File: config.mk
export PLATFORM = sky130hd
export DESIGN_NAME = drum_voice_scheduler_flat
export DESIGN_NICKNAME = d
export VERILOG_FILES = /design/src/rtl/drum_voice_scheduler_if.sv /design/src/rtl/drum_voice_scheduler.sv /design/src/flat_wrapper.sv
export SDC_FILE = /design/constraint.sdc
export NUM_CORES = 1
export LEC_CHECK = 0
export CAP_MARGIN = 20
export CORE_UTILIZATION = 50
export DETAILED_ROUTE_END_ITERATION = 12
export GPL_TIMING_DRIVEN = 0
export PLACE_DENSITY_LB_ADDON = 0.05
export SYNTH_ARGS = -nofsm -noshare
export SYNTH_HDL_FRONTEND = slang
export SYNTH_SLANG_ARGS = --single-unit
File: constraint.sdc
create_clock -name clk -period 2.32 [get_ports clk]
set_input_delay 0.58 -clock clk [delete_from_list [all_inputs] [get_ports clk]]
set_output_delay 0.58 -clock clk [all_outputs]
set_load 0.005 [all_outputs]
File: src/rtl/drum_voice_scheduler_if.sv
// Trigger/tick inputs and playback-state outputs shared between the trigger mux and the drum voice scheduler.
interface drum_voice_scheduler_if;
   logic        sample_tick;
   logic [4:0]  trig;
   logic [11:0] rom_addr;
   logic [2:0]  voice;
   logic [2:0]  voice_d;
   logic        active;
   logic [4:0]  pending;

   modport master (
      output sample_tick, trig,
      input  rom_addr, voice, voice_d, active, pending
   );

   modport slave (
      input  sample_tick, trig,
      output rom_addr, voice, voice_d, active, pending
   );
endinterface

File: src/rtl/drum_voice_scheduler.sv
// Shared drum-sample engine scheduler: latches triggers, grants by priority, steps the ROM address.
// Optional feature: define DRUM_PREEMPT_EN to let higher-priority requests preempt the playing voice.
module drum_voice_scheduler #(
   parameter int unsigned LEN_CYMBAL = 2451,
   parameter int unsigned LEN_HIHAT  = 486,
   parameter int unsigned LEN_TOM    = 3211,
   parameter int unsigned LEN_SNARE  = 729,
   parameter int unsigned LEN_KICK   = 2029
) (
   input  logic                  clk,
   input  logic                  rst_n,
   drum_voice_scheduler_if.slave bus
);

   typedef enum logic [0:0] {IDLE = 1'b0, PLAY = 1'b1} state_t;

   state_t      state_r, state_s;
   logic [11:0] rom_addr_r, rom_addr_s;
   logic [2:0]  voice_r, voice_s, voice_d_r;
   logic [4:0]  pending_r, pending_s;
   logic        active_r;
   logic [4:0]  req_s, grant_bit_s, cur_bit_s, pend_play_s;
   logic [2:0]  grant_code_s;

   function automatic logic [2:0] prio_code(input logic [4:0] r);
      if (r[4])      prio_code = 3'd5;
      else if (r[3]) prio_code = 3'd4;
      else if (r[2]) prio_code = 3'd3;
      else if (r[1]) prio_code = 3'd2;
      else if (r[0]) prio_code = 3'd1;
      else           prio_code = 3'd0;
   endfunction

   function automatic logic [4:0] code_bit(input logic [2:0] c);
      case (c)
         3'd1:    code_bit = 5'b00001;
         3'd2:    code_bit = 5'b00010;
         3'd3:    code_bit = 5'b00100;
         3'd4:    code_bit = 5'b01000;
         3'd5:    code_bit = 5'b10000;
         default: code_bit = 5'b00000;
      endcase
   endfunction

   function automatic logic [11:0] last_addr(input logic [2:0] c);
      case (c)
         3'd1:    last_addr = 12'(LEN_CYMBAL - 32'd1);
         3'd2:    last_addr = 12'(LEN_HIHAT - 32'd1);
         3'd3:    last_addr = 12'(LEN_TOM - 32'd1);
         3'd4:    last_addr = 12'(LEN_SNARE - 32'd1);
         3'd5:    last_addr = 12'(LEN_KICK - 32'd1);
         default: last_addr = 12'd0;
      endcase
   endfunction

`ifdef DRUM_PREEMPT_EN
   function automatic logic [4:0] higher_mask(input logic [2:0] c);
      case (c)
         3'd1:    higher_mask = 5'b11110;
         3'd2:    higher_mask = 5'b11100;
         3'd3:    higher_mask = 5'b11000;
         3'd4:    higher_mask = 5'b10000;
         default: higher_mask = 5'b00000;
      endcase
   endfunction
`endif

   // Next-state, grant and address stepping; retrigger outranks tick and end-of-sound.
   always_comb begin
      state_s      = state_r;
      rom_addr_s   = rom_addr_r;
      voice_s      = voice_r;
      req_s        = pending_r | bus.trig;
      grant_code_s = prio_code(req_s);
      grant_bit_s  = code_bit(grant_code_s);
      cur_bit_s    = code_bit(voice_r);
      pend_play_s  = pending_r | (bus.trig & ~cur_bit_s);
      pending_s    = pending_r;
      case (state_r)
         IDLE: begin
            pending_s = req_s & ~grant_bit_s;
            if (req_s != 5'b00000) begin
               state_s    = PLAY;
               voice_s    = grant_code_s;
               rom_addr_s = 12'd0;
            end else begin
               state_s    = IDLE;
            end
         end
         PLAY: begin
            pending_s = pend_play_s;
`ifdef DRUM_PREEMPT_EN
            if ((req_s & higher_mask(voice_r)) != 5'b00000) begin
               voice_s    = grant_code_s;
               rom_addr_s = 12'd0;
               pending_s  = pend_play_s & ~grant_bit_s;
            end else
`endif
            if ((bus.trig & cur_bit_s) != 5'b00000) begin
               rom_addr_s = 12'd0;
            end else if (bus.sample_tick) begin
               if (rom_addr_r == last_addr(voice_r)) begin
                  state_s    = IDLE;
                  voice_s    = 3'd0;
                  rom_addr_s = 12'd0;
               end else begin
                  rom_addr_s = rom_addr_r + 12'd1;
               end
            end else begin
               rom_addr_s = rom_addr_r;
            end
         end
         default: begin
            state_s    = IDLE;
            voice_s    = 3'd0;
            rom_addr_s = 12'd0;
            pending_s  = 5'b00000;
         end
      endcase
   end

   // State and output registers; voice_d tracks the one-cycle ROM read latency.
   always_ff @(posedge clk or negedge rst_n) begin
      if (!rst_n) begin
         state_r    <= IDLE;
         rom_addr_r <= 12'd0;
         voice_r    <= 3'd0;
         voice_d_r  <= 3'd0;
         pending_r  <= 5'b00000;
         active_r   <= 1'b0;
      end else begin
         state_r    <= state_s;
         rom_addr_r <= rom_addr_s;
         voice_r    <= voice_s;
         voice_d_r  <= voice_r;
         pending_r  <= pending_s;
         active_r   <= (state_s == PLAY);
      end
   end

   assign bus.rom_addr = rom_addr_r;
   assign bus.voice    = voice_r;
   assign bus.voice_d  = voice_d_r;
   assign bus.active   = active_r;
   assign bus.pending  = pending_r;

endmodule

File: src/flat_wrapper.sv
// flat-port wrapper written by rule: the top's interface ports become plain ports
module drum_voice_scheduler_flat 
#(
   parameter int unsigned LEN_CYMBAL = 2451,
   parameter int unsigned LEN_HIHAT  = 486,
   parameter int unsigned LEN_TOM    = 3211,
   parameter int unsigned LEN_SNARE  = 729,
   parameter int unsigned LEN_KICK   = 2029
)
  (clk, rst_n, bus_sample_tick, bus_trig, bus_rom_addr, bus_voice, bus_voice_d, bus_active, bus_pending);
  drum_voice_scheduler_if bus_i ();
  input  logic clk;
  input  logic rst_n;
  input wire logic [$bits(bus_i.sample_tick)-1:0] bus_sample_tick;
  input wire logic [$bits(bus_i.trig)-1:0] bus_trig;
  output wire logic [$bits(bus_i.rom_addr)-1:0] bus_rom_addr;
  output wire logic [$bits(bus_i.voice)-1:0] bus_voice;
  output wire logic [$bits(bus_i.voice_d)-1:0] bus_voice_d;
  output wire logic [$bits(bus_i.active)-1:0] bus_active;
  output wire logic [$bits(bus_i.pending)-1:0] bus_pending;
  assign bus_i.sample_tick = bus_sample_tick;
  assign bus_i.trig = bus_trig;
  assign bus_rom_addr = bus_i.rom_addr;
  assign bus_voice = bus_i.voice;
  assign bus_voice_d = bus_i.voice_d;
  assign bus_active = bus_i.active;
  assign bus_pending = bus_i.pending;
  drum_voice_scheduler #(.LEN_CYMBAL(LEN_CYMBAL), .LEN_HIHAT(LEN_HIHAT), .LEN_TOM(LEN_TOM), .LEN_SNARE(LEN_SNARE), .LEN_KICK(LEN_KICK)) u_core (.clk(clk), .rst_n(rst_n), .bus(bus_i));
endmodule
==> out/qor.csv <==
stage,metric,value,unit
outcome,status,completed,
logic_synthesis,cell area after synthesis,1660,um2
global_routing,first-pass GRT wire length,6934,um
floorplan,Die W,59.63,um
floorplan,die area,3555,um2
clock_tree,clk_lat worst skew,0.33,ns
logic_synthesis,most common flop cell mapped by yosys,dfrtp_1,
timing,Slew HR,58.18,%
placed_design,port bufs,31,
global_routing,initial antenna violation count,0,
setup_path,Setup crit end kind,flop,
layout,"most common cell after layout, fill and taps aside",clkdlybuf4s50_1,
route,Antenna Nets Post-Route,0,
setup_path,Worst setup startpoint,bus_trig[4],
power_and_ir_drop,Leak,0.8085,nW
timing,setup_tns,0,ns
logic_synthesis,syn nets,186,
setup_path,crit path max fanout,5,
clock_tree,CTS max path bufs,2,
timing,Setup Skew,0.007983,ns
logic_synthesis,top-area cell type share of the netlist area,36.17,%
layout,antenna diode count,0,
layout,Nets,225,
placed_design,"worst slack, placed",-0.4070,ns
setup_path,critical path's largest stage delay,0.58,ns
timing,RSZ-0062 raised after global routing,no,
clock_tree,Worst-path clk slew,0.13,ns
route,Vias/cell,5.988,
setup_path,CP Buf/Inv Count,1,
route,drt first pass iters,5,
clock_tree,CTS H-Tree Depth,1,
global_routing,global route overflow,0,
layout,most frequent cells in the layout,"clkdlybuf4s50_1, dfrtp_1, nor2_1, nand2_1",
route,vias,1545,
logic_synthesis,"Seq/Total Area, Yosys",36.17,%
floorplan,Die Ht,59.63,um
clock_tree,CTS buffer count,3,
logic_synthesis,synth unique cells,56,
placed_design,Detail Placement HPWL,2950,um
setup_path,CP arrival,2.50,ns
timing,final cycle utilization of the critical path,95.95,%
worst_hold_path,worst min-delay path class,reg2reg,
clock_tree,CTS tree,yes,
timing,Max Slew Vio Count,0,
clock_tree,CTS sink cnt,24,
setup_path,startpoint types,input port,
timing,Worst-Margin Slew,0.6216,ns
route,DRC Markers,0,
logic_synthesis,Post-Synthesis Cells,177,
floorplan,core area,3103,um2
timing,worst setup margin,0.09392,ns
route,wire per inst,15.66,um
logic_synthesis,"EDFF count, synth",0,
floorplan,Initial Utilization,53.51,%
floorplan,top-level I/O count,32,
floorplan,# rows,20,
power_and_ir_drop,Final Total Pwr,1.562,mW
timing,minimum clock period,2.226,ns
setup_path,CP top delay family,simple AND/OR/NAND/NOR gates,
power_and_ir_drop,total power per unit cell area,742.8,nW/um2
logic_synthesis,largest cells by area after synthesis,"dfrtp_1, xor2_1, nor2_1",
setup_path,crit-path cells,clkdlybuf4s50_1 -> nor4_1 -> a41oi_1 -> nor2_1 -> o2bb2ai_1 -> a31o_1,
setup_path,Worst R2R Start,u_core.bus.voice[2],
logic_synthesis,Yosys top cell by area,dfrtp_1,
layout,Filler cells,279,
global_routing,largest net degree at the start of global routing,25,
job,max cap viols,0,
placed_design,Placer Congestion,0.8483,
timing,FMAX,449.2,MHz
worst_hold_path,Hold Path Origin,u_core.bus.voice[1],
layout,share of cells above drive strength 1,15.89,%
logic_synthesis,synthesized flop and latch total,24,
setup_path,critical path's slowest cell,nor4_1,
logic_synthesis,mean post-synth cell area,9.380,um2
clock_tree,CTS root buf,clkbuf_4,
route,Iteration-0 DRC Markers,125,
logic_synthesis,fraction of registers with async set/reset,100.0,%
timing,final setup fails,0,
timing,Hold Fails Final Rpt,0,
logic_synthesis,Yosys warnings,0,
route,DRT Wirelength,4039,um
global_routing,GRT Overall Usage,25.99,%
layout,Synth-to-Final Area Change,26.68,%
setup_path,worst setup path category,in2reg,
global_routing,vias in the first global route,1380,
power_and_ir_drop,Peak VDD IR,0.4466,mV
setup_path,Critical Path RT,2.60,ns
==> layout make-up <==
| cell class | instances | area [um2] | area share (%) |
|---|---|---|---|
| multi-input cells | 138 | 988.4 | 47.00 |
| plain buffers | 11 | 78.83 | 3.748 |
| well taps | 44 | 55.05 | 2.617 |
| repair buffers | 34 | 342.8 | 16.30 |
| flip-flops and latches | 24 | 600.6 | 28.55 |
| clock buffers | 3 | 22.52 | 1.071 |
| inverters | 4 | 15.01 | 0.7139 |
==> per-layer routing <==
layer	vias up	part of all wire, %	GRT usage, %
met5	-	0	0
met4	0	2.0	8.638
met3	9	5.5	3.493
met2	53	44	36.92
met1	748	48	40.19
li1	735	-	-
==> Yosys cell counts, drive strengths merged (2+ instances only) <==
cell type   n
and4        3
dfrtp      24
a21oi       9
a31o        2
a31oi       2
a211oi      3
inv         4
a22o        2
and4bb      3
nand3       7
o2bb2ai     2
nor3b       4
a41oi       2
nor2       18
a221o       2
xor2        9
nor4        4
nor2b       4
and3        3
a32o        2
xnor2       2
buf        10
nand2      15
o21ai       6
nor3       14
o21a        3
==> path summary, 6_finish.rpt <==
kind / slack (ns) / end / cells past startpoint
min: 0.49 / u_core.bus.voice_d[1] / 0
max: 0.09 / u_core.bus.voice[1] / 6
max in group asynchronous: 1.36 / u_core.bus.rom_addr[6] / 2
min reg2reg: 0.49 / u_core.bus.voice_d[1] / 0
min in group asynchronous: 0.50 / u_core.bus.voice_d[1] / 1
max reg2reg: 0.15 / u_core.bus.voice[0] / 6
==> sequential cells by signal, indices dropped and copies added, names as in the netlist <==
signal and flops:
u_core.state_r 1, u_core.bus.voice 3, u_core.bus.voice_d 3, u_core.bus.pending 5, u_core.bus.rom_addr 12
==> metrics by stage <==
stage | cell area (um2) | cells | util, % | hold WS (ns)
2_1_floorplan | 1660 | 177 | - | 0.2844
3_3_place_gp | 2026 | 252 | 65.28 | 0.4454
3_5_place_dp | 2026 | 252 | 65.28 | 0.4557
4_1_cts | 2057 | 255 | 66.29 | 0.4888
5_1_grt | 2103 | 258 | 67.78 | 0.5133
6_report | 2103 | 258 | 67.78 | 0.4851
==> cell families after synthesis <==
logic type	synth area share (%)
DFF	36.17
xor gates and xnor gates	5.803
adders and majority gates	0.7535
AOI/OAI and AO/OA	20.20
and+or+nand+nor	30.82
buffers and inverters	5.651
muxes	0.6029
==> power breakdown <==
part,switching (mW),total [mW],internal (mW)
registers,0.0739,0.554,0.480
clock network,0.127,0.188,0.0611
logic,0.423,0.820,0.397
==> repair_timing <==
| action | in CTS | in global routing |
|---|---|---|
| hold buffers | 0 | 0 |
| cloned | 0 | 0 |
| pin swaps | 1 | 3 |
| setup endpoints to repair | 1 | 1 |
| buffers inserted | 0 | 2 |
| gates resized for setup | 1 | 4 |
No activity file was read; power rests on OpenSTA's default activity.
